**config.mk**
```make
export PLATFORM = sky130hd
export DESIGN_NAME = systolic_deskew_drain_flat
export DESIGN_NICKNAME = d
export VERILOG_FILES = /design/src/rtl/systolic_deskew_drain_pkg.sv /design/src/rtl/systolic_deskew_drain_if.sv /design/src/rtl/systolic_deskew_drain_sync_fifo.sv /design/src/rtl/systolic_deskew_drain.sv /design/src/flat_wrapper.sv
export SDC_FILE = /design/constraint.sdc
export NUM_CORES = 1
export LEC_CHECK = 0
export CORE_ASPECT_RATIO = 0.75
export CORE_MARGIN = 2
export CORE_UTILIZATION = 55
export DETAILED_ROUTE_END_ITERATION = 8
export GPL_TIMING_DRIVEN = 0
export PLACE_DENSITY = 0.77
export SYNTH_ARGS = -nofsm -noshare
export SYNTH_HDL_FRONTEND = slang
export SYNTH_SLANG_ARGS = --single-unit
```
**constraint.sdc**
```tcl
create_clock -name clk -period 9.25 [get_ports clk]
set_input_delay 1.3875 -clock clk [delete_from_list [all_inputs] [get_ports clk]]
set_output_delay 1.3875 -clock clk [all_outputs]
set_load 0.03 [all_outputs]
```
**src/rtl/systolic_deskew_drain_pkg.sv**
```systemverilog
// Shared constants, width helpers and the FIFO entry layout for the systolic drain path.
// Default configuration values double as the top-level parameter defaults.
package systolic_deskew_drain_pkg;

    localparam int DEF_WIDTH      = 32;
    localparam int DEF_LANES      = 4;
    localparam int DEF_ROWS       = 8;
    localparam int DEF_FIFO_DEPTH = 4;

    localparam int LANE_SLICE_W   = DEF_WIDTH;
    localparam int VEC_W          = DEF_LANES * LANE_SLICE_W;

    // Queue entry: last-row flag on top of the aligned row vector.
    typedef struct packed {
        logic             last;
        logic [VEC_W-1:0] data;
    } fifo_entry_t;

    // clog2 that never returns 0, so counters always have at least one bit.
    function automatic int clog2_min1(input int value);
        return (value <= 2) ? 1 : $clog2(value);
    endfunction

    function automatic int row_cnt_w(input int rows);
        return clog2_min1(rows);
    endfunction

    function automatic int fifo_ptr_w(input int depth);
        return clog2_min1(depth);
    endfunction

endpackage

```
**src/rtl/systolic_deskew_drain_if.sv**
```systemverilog
// Array-side input lanes and downstream valid/ready vector bus of the drain block.
// slave is the drain block's view; master is the view of whatever drives the lanes and sinks vectors.
interface systolic_deskew_drain_if #(
    parameter int WIDTH = 32,
    parameter int LANES = 4
);
    logic                   in_en;
    logic [LANES-1:0]       in_valid;
    logic [LANES*WIDTH-1:0] in_data;
    logic                   in_stall;
    logic                   out_valid;
    logic                   out_ready;
    logic [LANES*WIDTH-1:0] out_data;
    logic                   out_last;
    logic                   err_skew;

    modport master (
        output in_en, in_valid, in_data, out_ready,
        input  in_stall, out_valid, out_data, out_last, err_skew
    );

    modport slave (
        input  in_en, in_valid, in_data, out_ready,
        output in_stall, out_valid, out_data, out_last, err_skew
    );
endinterface

```
**src/rtl/systolic_deskew_drain_sync_fifo.sv**
```systemverilog
// Registered synchronous FIFO; head is presented combinationally and forced to zero when empty.
module sync_fifo
    import systolic_deskew_drain_pkg::*;
#(
    parameter int W     = 8,
    parameter int DEPTH = 4
) (
    input  logic                        clk,
    input  logic                        rst,
    input  logic                        push,
    input  logic [W-1:0]                din,
    input  logic                        pop,
    output logic [W-1:0]                dout,
    output logic                        full,
    output logic                        empty,
    output logic [fifo_ptr_w(DEPTH):0]  count
);
    localparam int AW = fifo_ptr_w(DEPTH);
    localparam logic [AW:0] FULL_CNT = (AW+1)'(DEPTH);

    logic [W-1:0]  mem_q [DEPTH];
    logic [W-1:0]  mem_d [DEPTH];
    logic [AW-1:0] wr_ptr_q, wr_ptr_d;
    logic [AW-1:0] rd_ptr_q, rd_ptr_d;
    logic [AW:0]   count_q, count_d;
    logic          do_push, do_pop;

    assign full    = (count_q == FULL_CNT);
    assign empty   = (count_q == '0);
    assign do_push = push & ~full;
    assign do_pop  = pop & ~empty;

    always_comb begin
        mem_d    = mem_q;
        wr_ptr_d = wr_ptr_q;
        rd_ptr_d = rd_ptr_q;
        count_d  = count_q;
        if (do_push) begin
            mem_d[wr_ptr_q] = din;
            wr_ptr_d        = wr_ptr_q + AW'(1);
        end
        if (do_pop) begin
            rd_ptr_d = rd_ptr_q + AW'(1);
        end
        case ({do_push, do_pop})
            2'b10:   count_d = count_q + (AW+1)'(1);
            2'b01:   count_d = count_q - (AW+1)'(1);
            default: count_d = count_q;
        endcase
    end

    always_ff @(posedge clk) begin
        if (rst) begin
            wr_ptr_q <= '0;
            rd_ptr_q <= '0;
            count_q  <= '0;
        end else begin
            wr_ptr_q <= wr_ptr_d;
            rd_ptr_q <= rd_ptr_d;
            count_q  <= count_d;
        end
    end

    // Storage carries no reset; the pointers alone define what is valid.
    always_ff @(posedge clk) begin
        mem_q <= mem_d;
    end

    assign dout  = empty ? '0 : mem_q[rd_ptr_q];
    assign count = count_q;

endmodule

```
**src/rtl/systolic_deskew_drain.sv**
```systemverilog
// Realigns skewed systolic column lanes into row vectors, tags the last row of each tile
// and queues the vectors for a valid/ready consumer, stalling the array when the queue fills.
module systolic_deskew_drain
    import systolic_deskew_drain_pkg::*;
#(
    parameter int WIDTH      = DEF_WIDTH,
    parameter int LANES      = DEF_LANES,
    parameter int ROWS       = DEF_ROWS,
    parameter int FIFO_DEPTH = DEF_FIFO_DEPTH
) (
    input  logic                   clk,
    input  logic                   rst,
    systolic_deskew_drain_if.slave bus
);
    localparam int VW    = LANES * WIDTH;
    localparam int ROW_W = row_cnt_w(ROWS);
    localparam int CNT_W = fifo_ptr_w(FIFO_DEPTH) + 1;
    localparam logic [ROW_W-1:0] LAST_ROW = ROW_W'(ROWS - 1);

    logic             adv;
    logic             in_stall;
    logic [LANES-1:0] dly_valid;
    logic [VW-1:0]    dly_data;
    logic             push;
    logic [ROW_W-1:0] row_cnt_q, row_cnt_d;
    logic             err_skew_q, err_skew_d;
    logic [VW:0]      push_entry, head_entry;
    logic             fifo_full, fifo_empty;
    logic [CNT_W-1:0] fifo_count;

    assign in_stall = (fifo_count == CNT_W'(FIFO_DEPTH));
    assign adv      = bus.in_en & ~in_stall;

    // Lane k waits LANES-1-k advances so every lane lines up with the last one.
    for (genvar gi = 0; gi < LANES; gi++) begin : g_lane
        localparam int DEPTH = LANES - 1 - gi;
        if (DEPTH == 0) begin : g_pass
            assign dly_valid[gi]              = bus.in_valid[gi];
            assign dly_data[gi*WIDTH +: WIDTH] = bus.in_data[gi*WIDTH +: WIDTH];
        end else begin : g_chain
            logic [WIDTH-1:0] data_q [DEPTH];
            logic [WIDTH-1:0] data_d [DEPTH];
            logic [DEPTH-1:0] valid_q, valid_d;

            always_comb begin
                data_d  = data_q;
                valid_d = valid_q;
                if (adv) begin
                    data_d[0]  = bus.in_data[gi*WIDTH +: WIDTH];
                    valid_d[0] = bus.in_valid[gi];
                    for (int s = 1; s < DEPTH; s++) begin
                        data_d[s]  = data_q[s-1];
                        valid_d[s] = valid_q[s-1];
                    end
                end
            end

            always_ff @(posedge clk) begin
                if (rst) begin
                    valid_q <= '0;
                    for (int s = 0; s < DEPTH; s++) begin
                        data_q[s] <= '0;
                    end
                end else begin
                    valid_q <= valid_d;
                    data_q  <= data_d;
                end
            end

            assign dly_valid[gi]              = valid_q[DEPTH-1];
            assign dly_data[gi*WIDTH +: WIDTH] = data_q[DEPTH-1];
        end
    end

    // A partial set of valids at alignment means the lanes lost lockstep.
    always_comb begin
        push       = 1'b0;
        row_cnt_d  = row_cnt_q;
        err_skew_d = err_skew_q;
        if (adv) begin
            if (&dly_valid) begin
                push      = 1'b1;
                row_cnt_d = (row_cnt_q == LAST_ROW) ? '0 : row_cnt_q + ROW_W'(1);
            end else if (|dly_valid) begin
                err_skew_d = 1'b1;
            end
        end
    end

    always_ff @(posedge clk) begin
        if (rst) begin
            row_cnt_q  <= '0;
            err_skew_q <= 1'b0;
        end else begin
            row_cnt_q  <= row_cnt_d;
            err_skew_q <= err_skew_d;
        end
    end

    assign push_entry = {row_cnt_q == LAST_ROW, dly_data};

    sync_fifo #(
        .W     (VW + 1),
        .DEPTH (FIFO_DEPTH)
    ) u_fifo (
        .clk   (clk),
        .rst   (rst),
        .push  (push & ~fifo_full),
        .din   (push_entry),
        .pop   (bus.out_valid & bus.out_ready),
        .dout  (head_entry),
        .full  (fifo_full),
        .empty (fifo_empty),
        .count (fifo_count)
    );

    assign bus.in_stall  = in_stall;
    assign bus.out_valid = ~fifo_empty;
    assign bus.out_data  = head_entry[VW-1:0];
    assign bus.out_last  = head_entry[VW];
    assign bus.err_skew  = err_skew_q;

endmodule

```
**src/flat_wrapper.sv**
```systemverilog
// flat-port wrapper written by rule: the top's interface ports become plain ports
module systolic_deskew_drain_flat import systolic_deskew_drain_pkg::*;
#(
    parameter int WIDTH      = DEF_WIDTH,
    parameter int LANES      = DEF_LANES,
    parameter int ROWS       = DEF_ROWS,
    parameter int FIFO_DEPTH = DEF_FIFO_DEPTH
)
  (clk, rst, bus_in_en, bus_in_valid, bus_in_data, bus_out_ready, bus_in_stall, bus_out_valid, bus_out_data, bus_out_last, bus_err_skew);
  systolic_deskew_drain_if #(.WIDTH(WIDTH), .LANES(LANES)) bus_i ();
  input  logic clk;
  input  logic rst;
  input wire logic [$bits(bus_i.in_en)-1:0] bus_in_en;
  input wire logic [$bits(bus_i.in_valid)-1:0] bus_in_valid;
  input wire logic [$bits(bus_i.in_data)-1:0] bus_in_data;
  input wire logic [$bits(bus_i.out_ready)-1:0] bus_out_ready;
  output wire logic [$bits(bus_i.in_stall)-1:0] bus_in_stall;
  output wire logic [$bits(bus_i.out_valid)-1:0] bus_out_valid;
  output wire logic [$bits(bus_i.out_data)-1:0] bus_out_data;
  output wire logic [$bits(bus_i.out_last)-1:0] bus_out_last;
  output wire logic [$bits(bus_i.err_skew)-1:0] bus_err_skew;
  assign bus_i.in_en = bus_in_en;
  assign bus_i.in_valid = bus_in_valid;
  assign bus_i.in_data = bus_in_data;
  assign bus_i.out_ready = bus_out_ready;
  assign bus_in_stall = bus_i.in_stall;
  assign bus_out_valid = bus_i.out_valid;
  assign bus_out_data = bus_i.out_data;
  assign bus_out_last = bus_i.out_last;
  assign bus_err_skew = bus_i.err_skew;
  systolic_deskew_drain #(.WIDTH(WIDTH), .LANES(LANES), .ROWS(ROWS), .FIFO_DEPTH(FIFO_DEPTH)) u_core (.clk(clk), .rst(rst), .bus(bus_i));
endmodule
```
* Yosys cells after proc, flatten, opt, wreduce, memory -nomap -nowiden
Cells that the tools add are included.
** Storage, ports and cells
- Register bits :: 725
- Word-level logic and storage cells :: 58
** Operators by class
- $add $sub $neg :: 5
- Magnitude comparators :: 3
- Equality and inequality tests :: 4
- Muxes and demuxes :: 11
- Bitwise gates (word level) :: 10
- Reductions and logical operators :: 7
** Operators by type and width (number)
- 516-bit bitwise mux :: 1
- 129-bit 2-to-1 mux :: 4
- 129-bit binary-select mux with 2-bit select :: 1
- 129-bit demux with 2-bit select :: 1
- 3-bit by 1-bit adder with 3-bit output (second input constant) :: 2
- 3-bit equality test (second input constant) :: 2
- 3-bit >= comparator (second input constant) :: 2
- 2-bit NOT with 3-bit output :: 2
- 3-bit one-hot mux with 2 select lines :: 1
- 1-bit AND :: 5
- 5-bit AND reduction :: 1
- 2-bit by 1-bit adder with 2-bit output (second input constant) :: 2
- 4-bit AND reduction :: 1
- 4-bit OR reduction :: 1
- 3-bit logical NOT :: 1
- 3-bit by 1-bit < comparator with 1-bit output (second input constant) :: 1
- 3-bit 2-to-1 mux :: 1
- 1-bit NOT :: 3
- 3-bit AND reduction :: 1
- 3-bit by 1-bit subtractor with 3-bit output (second input constant) :: 1
- 2-bit by 1-bit equality test with 1-bit output (second input constant) :: 1
- 2-bit equality test (second input constant) :: 1
- 1-bit 2-to-1 mux :: 2
- 2-bit nonzero test :: 1
- 1-bit logical AND :: 1

* Depth between registers and ports, before layout
Gate-level depths: netlist of the first run.
- Word-level depth :: 8
- Depth in mapped cells :: 11
- Gate-level depth less buffers :: 10

* Cells and area by module
A second synthesis of the first run with hierarchy kept.
** Second synthesis, totals
- Cells, all modules :: 1799
- Area, all modules :: 27692.8 um^2
** By module, submodules not included
- sync_fifo :: times used 1, cells an instance 869, area an instance 19901.6 um^2
- systolic_deskew_drain :: times used 1, cells an instance 930, area an instance 7791.2 um^2

* Worst setup path after synthesis of the first run
OpenSTA, ideal clock, no wires.
- Kind :: input to register
- From :: in bus_in_en
- To :: reg u_core.u_fifo.mem_q[0] in the netlist's numbering, enable pin
- Library setup time :: 0.503 ns
- Arrival time :: 5.102 ns
- Data required time :: 8.747 ns
- Path slack :: 3.644 ns
- Stages :: 5
- Cell sequence :: buf_2 -> inv_1 -> clkbuf_1 -> nor3_2 -> and2_1
** On the way
- Longest elaborated chain between the ends :: 4
** RTL lines
- start: declaration :: RTL line flat_wrapper.sv:13 : input wire logic [$bits(bus_i.in_en)-1:0] bus_in_en;
- 1-bit AND :: RTL line systolic_deskew_drain.sv:32 : assign adv = bus.in_en & ~in_stall;
- 1-bit 2-to-1 mux :: RTL line systolic_deskew_drain.sv:80 : if (adv) begin
- 1-bit AND :: RTL line systolic_deskew_drain.sv:108 : .push (push & ~fifo_full),
- 1-bit AND :: RTL line systolic_deskew_drain_sync_fifo.sv:30 : assign do_push = push & ~full;
- end signal: assignment :: RTL line systolic_deskew_drain_sync_fifo.sv:66 : mem_q <= mem_d;
- end: declaration :: RTL line systolic_deskew_drain_sync_fifo.sv:21 : logic [W-1:0] mem_q [DEPTH];
No other way between the ends.
A chain may end at the register's enable or synchronous reset.

* Final worst setup path of the first run
- From :: reg u_core.u_fifo.count_q[0] (netlist: u_core.u_fifo.count[0])
- To :: out bus_out_data[63]
** On the way
- Longest elaborated chain between the ends :: 2
** RTL lines
- start: declaration :: RTL line systolic_deskew_drain_sync_fifo.sv:25 : logic [AW:0] count_q, count_d;
- start signal: assignment :: RTL line systolic_deskew_drain_sync_fifo.sv:60 : count_q <= count_d;
- 3-bit logical NOT :: RTL line systolic_deskew_drain_sync_fifo.sv:29 : assign empty = (count_q == '0);
- 129-bit 2-to-1 mux :: RTL line systolic_deskew_drain_sync_fifo.sv:69 : assign dout = empty ? '0 : mem_q[rd_ptr_q];
- end: declaration :: RTL line flat_wrapper.sv:19 : output wire logic [$bits(bus_i.out_data)-1:0] bus_out_data;
No other way between the ends.

==> results.toml, run 1 <==
[synth]
synth_area_leader_cell = "edfxtp_1"
synth-compound-area-share_pct = 9.873
synthArstFlopShare_pct = 0
synth_most_common_cell = "edfxtp_1"
synth-edff-count = 516
synth_simple_gate_area_share_pct = 6.831
synth_mux_area_share_pct = 10.28
syn_avg_cell_area_um2 = 15.88
synth_common_cells = "edfxtp_1, dfxtp_1, nand3_1"
synthTopCellsByArea = "edfxtp_1, dfxtp_1, mux4_2, nand3_1, a21oi_2"
synth-seq-area-share_pct = 69.14
ys_types = 37
synth_top_area_share_pct = 54.44
synthAdderAreaFrac_pct = 0.3781
synth-xor-area-share_pct = 0.1231
syn_area_um2 = 28460
syn_inst = 1792
synth-seq-cells = 725
synth_top_family_by_area = "multiplexers"
synth_ff_type = "edfxtp_1"
synth_fp_nets = 1936
yosys_warnings = 0

[timing]
drv_slew = 0
finalClockSkew_ns = 0.02471
hold_viol = 0
post-route-period-util_pct = 57.13
relSlewSlack_pct = 19.09
setup_tns_ns = 0
grt_setup_unrepaired = "no"
max_freq_ghz = 0.1892
period_minus_slack_ns = 5.285
hold_ws_ns = 0.4680
setup_slack_ns = 3.965
setup-violations-final = 0
worst_pin_slew_ns = 1.214

[layout]
fill_cells = 3501
instances_no_fill = 2862
drive_gt1_share_pct = 23.92
final_net_count = 2285
regArea_um2 = 19680
areaGrowthSynthToFinish_pct = 21.47
multi_input_area_um2 = 7834

[worst_setup_path]
worst_setup_path_start_kind = "flip-flop"
end_kind = "primary output"
cp.arrival_ns = 3.90
required_ns = 7.86
worstSetupPathType = "flip-flop to primary output"
worstPathMaxFanout = 11

[drt]
avgViaCountPerCell = 5.823
first_pass_iters = 6
drtIter0Drc = 1395
wirelength_um = 63730
ant_nets = 0
drcViolationCount = 0
wire_per_inst_um = 22.27
num_vias = 16666

[clocking]
cts_root_buffer = "clkbuf_16"
ctsLongestPathBuffers = 3
cts_setup_buffers = 0
htree_levels = 3
cts_resized = 0
numClockSinks = 725
cts_buffers = 69
hold_buffers = 0
clk_latency_ns = 0.61
clkSlewWorstSetupHoldPaths_ns = 0.06
cts_tree = "built"

[pwr]
total_leakage_power_uw = 0.01085
powerDensity_nw_per_um2 = 191.0
vdd_drop_max_mv = 0.1406

[global_routing]
grt_pass1_vias = 16922
gr-total-overflow = 0
track_usage_pct = 24.13
antenna_found_initial = 0
grt_max_degree = 46
grt_pass1_wl_um = 97580

[outcome]
status = "completed"

[die]
coreArea_um2 = 51350
start_util_pct = 55.43
die_h_um = 201.0
fp-row-count = 72
fp.dieArea_um2 = 53600
ios = 268
fp.dieW_um = 266.7

[flow_run]
max-cap-violations = 0

[placed_design]
dp_cells = 2736
gp_congestion = 0.8737
portBuffers = 266
hpwl_um = 42020
pre_cts_ws_ns = 4.509

[min_path]
hold_path_class = "flip-flop to flip-flop"
cell usage in the layout, fill, tap and decap left out, types with 12 or more instances in the layout:
master / n
clkdlybuf4s50_1: 266
clkbuf_1: 83
edfxtp_1: 516
a21oi_2: 100
and2_1: 129
buf_1: 13
mux4_2: 129
buf_12: 18
o21ai_1: 78
dfxtp_1: 209
clkbuf_16: 75
a21oi_1: 103
o21ai_2: 100
buf_2: 44
nand3_1: 198
o21ai_0: 21
clkinv_2: 12
per-stage QoR:
step                power, uW  cell area, um2  utilization (%)
finish                   6604           34570            67.33
global route             6793           34570            67.32
CTS                      6647           34570            67.32
detailed placement       3794           32250            62.80
global placement         3785           31960            62.24
floorplan                3685           28460                -
worst max-delay path: stages (launching register included):
cell	delay (ns)
dfxtp_1	0.43
or3_1	0.32
clkbuf_1	0.93
clkbuf_1	0.60
and2_1	0.31
clkdlybuf4s50_1	0.70
state kept, by name, indices dropped and copies added, names as in the netlist:
register                       flops
u_core.bus.err_skew                1
u_core.dly_data                   64
u_core.g_lane.g_chain.data_q     128
u_core.g_lane.g_chain.valid_q      6
u_core.row_cnt_q                   3
u_core.u_fifo.count                3
u_core.u_fifo.mem_q              516
u_core.u_fifo.rd_ptr_q             2
u_core.u_fifo.wr_ptr_q             2
power by group:
group          switching (uW)  leakage [uW]  internal, uW  total [uW]
Combinational             108       0.00339          91.6         200
Sequential               33.1       0.00631          3490        3530
Clock                    1170       0.00114          1710        2880
Total                    1310        0.0108          5290        6600
path summary, 6_finish.rpt:
kind	start	to	slack, ns	depth (start not counted)
worst min register to register	u_core.g_lane[0].g_chain.data_q[84]$_SDFFE_PP0P_	u_core.g_lane[0].g_chain.data_q[84]$_SDFFE_PP0P_	0.47	2
worst max-delay path	u_core.u_fifo.count[0]$_SDFFE_PP0P_	bus_out_data[63]	3.97	5
worst min-delay path	u_core.g_lane[0].g_chain.data_q[84]$_SDFFE_PP0P_	u_core.g_lane[0].g_chain.data_q[84]$_SDFFE_PP0P_	0.47	2
worst max register to register	u_core.u_fifo.count[0]$_SDFFE_PP0P_	u_core.u_fifo.mem_q[104]$_DFFE_PP_	6.41	7
kinds of logic (layout without fill, tap and decap cells):
kind of cell,count (synthesis),after routing
DFF,725,725
AOI/OAI and AO/OA,408,408
and+or+nand+nor,351,351
buffers and inverters,165,568
muxes,131,131
adders and majority gates,8,8
xor gates and xnor gates,4,4
other,0,1
final cells by class:
class                   instances  share of cell area, %
clock inverters                29                 0.8360
clock buffers                  96                  5.888
repair buffers                278                  8.505
well taps                     666                  2.410
diodes                          1               0.007238
multi-input cells             902                  22.66
plain buffers                 156                  2.664
inverters                       9                 0.1122
flip-flops and latches        725                  56.92
routing by layer:
layer	up-vias	track usage [%]	share of wire [%]
met4	0	5.839	1.9
met1	8417	34.15	43
met5	-	0	0
met2	556	39.13	48
met3	92	4.502	6.4
li1	7601	-	-
No activity file was read; power rests on OpenSTA's default activity.
==> inputs of run 2 (changes only) <==
--- a/config.mk
+++ b/config.mk
@@ -7,10 +7,10 @@
 export LEC_CHECK = 0
 export CORE_ASPECT_RATIO = 0.75
 export CORE_MARGIN = 2
-export CORE_UTILIZATION = 55
+export CORE_UTILIZATION = 52
 export DETAILED_ROUTE_END_ITERATION = 8
 export GPL_TIMING_DRIVEN = 0
-export PLACE_DENSITY = 0.77
+export PLACE_DENSITY = 0.76
 export SYNTH_ARGS = -nofsm -noshare
 export SYNTH_HDL_FRONTEND = slang
 export SYNTH_SLANG_ARGS = --single-unit
==> constraint.sdc (replaced) <==
create_clock -name clk -period 4.7 [get_ports clk]
set_input_delay 0.705 -clock clk [delete_from_list [all_inputs] [get_ports clk]]
set_output_delay 0.705 -clock clk [all_outputs]
set_load 0.03 [all_outputs]
==> results.toml, run 2 (same netlist as run 1, synthesis figures left out) <==
[timing]
hold_viol = 0
worst_pin_slew_ns = 1.191
max_freq_ghz = 0.2186
grt_setup_unrepaired = "no"
setup-violations-final = 0
drv_slew = 0
hold_ws_ns = 0.4654
setup_slack_ns = 0.1262
relSlewSlack_pct = 20.62
finalClockSkew_ns = 0.02181
post-route-period-util_pct = 97.32
period_minus_slack_ns = 4.574

[min_path]
hold_path_class = "flip-flop to flip-flop"
hold_depth = 2

[clocking]
ctsLongestPathBuffers = 3
clk_latency_ns = 0.60
cts_resized = 0
htree_levels = 3
numClockSinks = 725
cts_buffers = 70
hold_buffers = 0
cts_setup_buffers = 0
cts_root_buffer = "clkbuf_16"
clkSlewWorstSetupHoldPaths_ns = 0.06
cts_tree = "built"

[layout]
final_common_cell = "edfxtp_1"
stdcell_area_um2 = 34720
layout_common_cells = "edfxtp_1, clkdlybuf4s50_1, dfxtp_1"
final_net_count = 2283
largest_register_ffs = 516
areaGrowthSynthToFinish_pct = 21.98
fill_cells = 3869
diodes = 0
instances_no_fill = 2919
drive_gt1_share_pct = 23.90
top_register = "u_core.u_fifo.mem_q"

[pwr]
combinationalPowerShare_pct = 3.0
p_seq_share_pct = 52.5
powerDensity_nw_per_um2 = 380.8
power.internal_uw = 10600
vdd_drop_max_mv = 0.2437
p_sw_uw = 2617
total_power_uw = 13220
swShare_pct = 19.80
total_leakage_power_uw = 0.01088
pwr-share-clk_pct = 44.5

[placed_design]
gp_congestion = 0.8245
place_area_um2 = 32270
dp_cells = 2789
pre_cts_ws_ns = 0.7177
hpwl_um = 42360
portBuffers = 266

[die]
fp.dieArea_um2 = 56640
start_util_pct = 52.46
ios = 268
fp.dieW_um = 274.2
die_h_um = 206.6
coreArea_um2 = 54260
fp-row-count = 74

[drt]
drtIter0Drc = 1349
first_pass_iters = 6
num_vias = 16786
wire_per_inst_um = 22.04
avgViaCountPerCell = 5.751
drcViolationCount = 0
ant_nets = 0
wirelength_um = 64340

[global_routing]
gr-total-overflow = 0
track_usage_pct = 23.06
grt_pass1_wl_um = 97690
grt_max_degree = 57
grt_pass1_vias = 17023
antenna_found_initial = 0

[worst_setup_path]
worst_setup_path_start_kind = "flip-flop"
worstSetupPathType = "flip-flop to primary output"
reg2reg_depth = 7
worstPathMaxFanout = 10
required_ns = 3.99
end_kind = "primary output"
cp.arrival_ns = 3.87

[outcome]
status = "completed"

[flow_run]
max-cap-violations = 0
==> run 2: path summary, 6_finish.rpt <==
path | slack (ns) | to | start
min reg2reg | 0.47 | u_core.dly_data[35]$_SDFFE_PP0P_ | u_core.g_lane[1].g_chain.data_q[35]$_SDFFE_PP0P_
max reg2reg | 1.59 | u_core.u_fifo.mem_q[458]$_DFFE_PP_ | u_core.u_fifo.count[0]$_SDFFE_PP0P_
max | 0.13 | bus_out_data[64] | u_core.u_fifo.count[0]$_SDFFE_PP0P_
min | 0.47 | u_core.dly_data[35]$_SDFFE_PP0P_ | u_core.g_lane[1].g_chain.data_q[35]$_SDFFE_PP0P_
==> run 2: power groups by stage <==
stage / registers [uW] / clock network [uW] / logic, uW
after CTS: 6940 / 5980 / 397
after detailed placement: 7080 / 0 / 393
final: 6940 / 5880 / 398
after global routing: 6950 / 6220 / 432
after floorplan: 7060 / 0 / 195
after global placement: 7070 / 0 / 381
==> run 2: cell type report <==
type / count / area, um2 / share of cell area [%]
Sequential cell: 725 / 19680 / 56.68
Multi-Input combinational cell: 902 / 7834 / 22.56
Timing Repair Buffer: 275 / 2895 / 8.339
Clock buffer: 104 / 2097 / 6.040
Buffer: 156 / 920.9 / 2.652
Tap cell: 722 / 903.4 / 2.602
Clock inverter: 26 / 351.6 / 1.013
Inverter: 9 / 38.79 / 0.1117
==> run 2: critical path: stages, from the launching register on <==
cell and delay [ns]:
dfxtp_1 0.42, or3_1 0.28, clkbuf_1 0.91, clkbuf_1 0.61, and2_1 0.33, clkdlybuf4s50_1 0.71
==> run 2: through the flow <==
step	setup TNS, ns	util [%]
floorplan	0	-
global placement	-290.50	59.04
detailed placement	0	59.48
CTS	0	63.99
global route	0	63.99
finish	0	63.99
==> run 2: per-layer routing <==
metal  wire length, um  track usage [%]  vias to the layer above
met4              1912            7.104                        0
met1             27290            31.76                     8498
met5                 0                0                        -
met2             31010            37.26                      552
met3              4129            4.928                      115
li1                  -                -                     7621
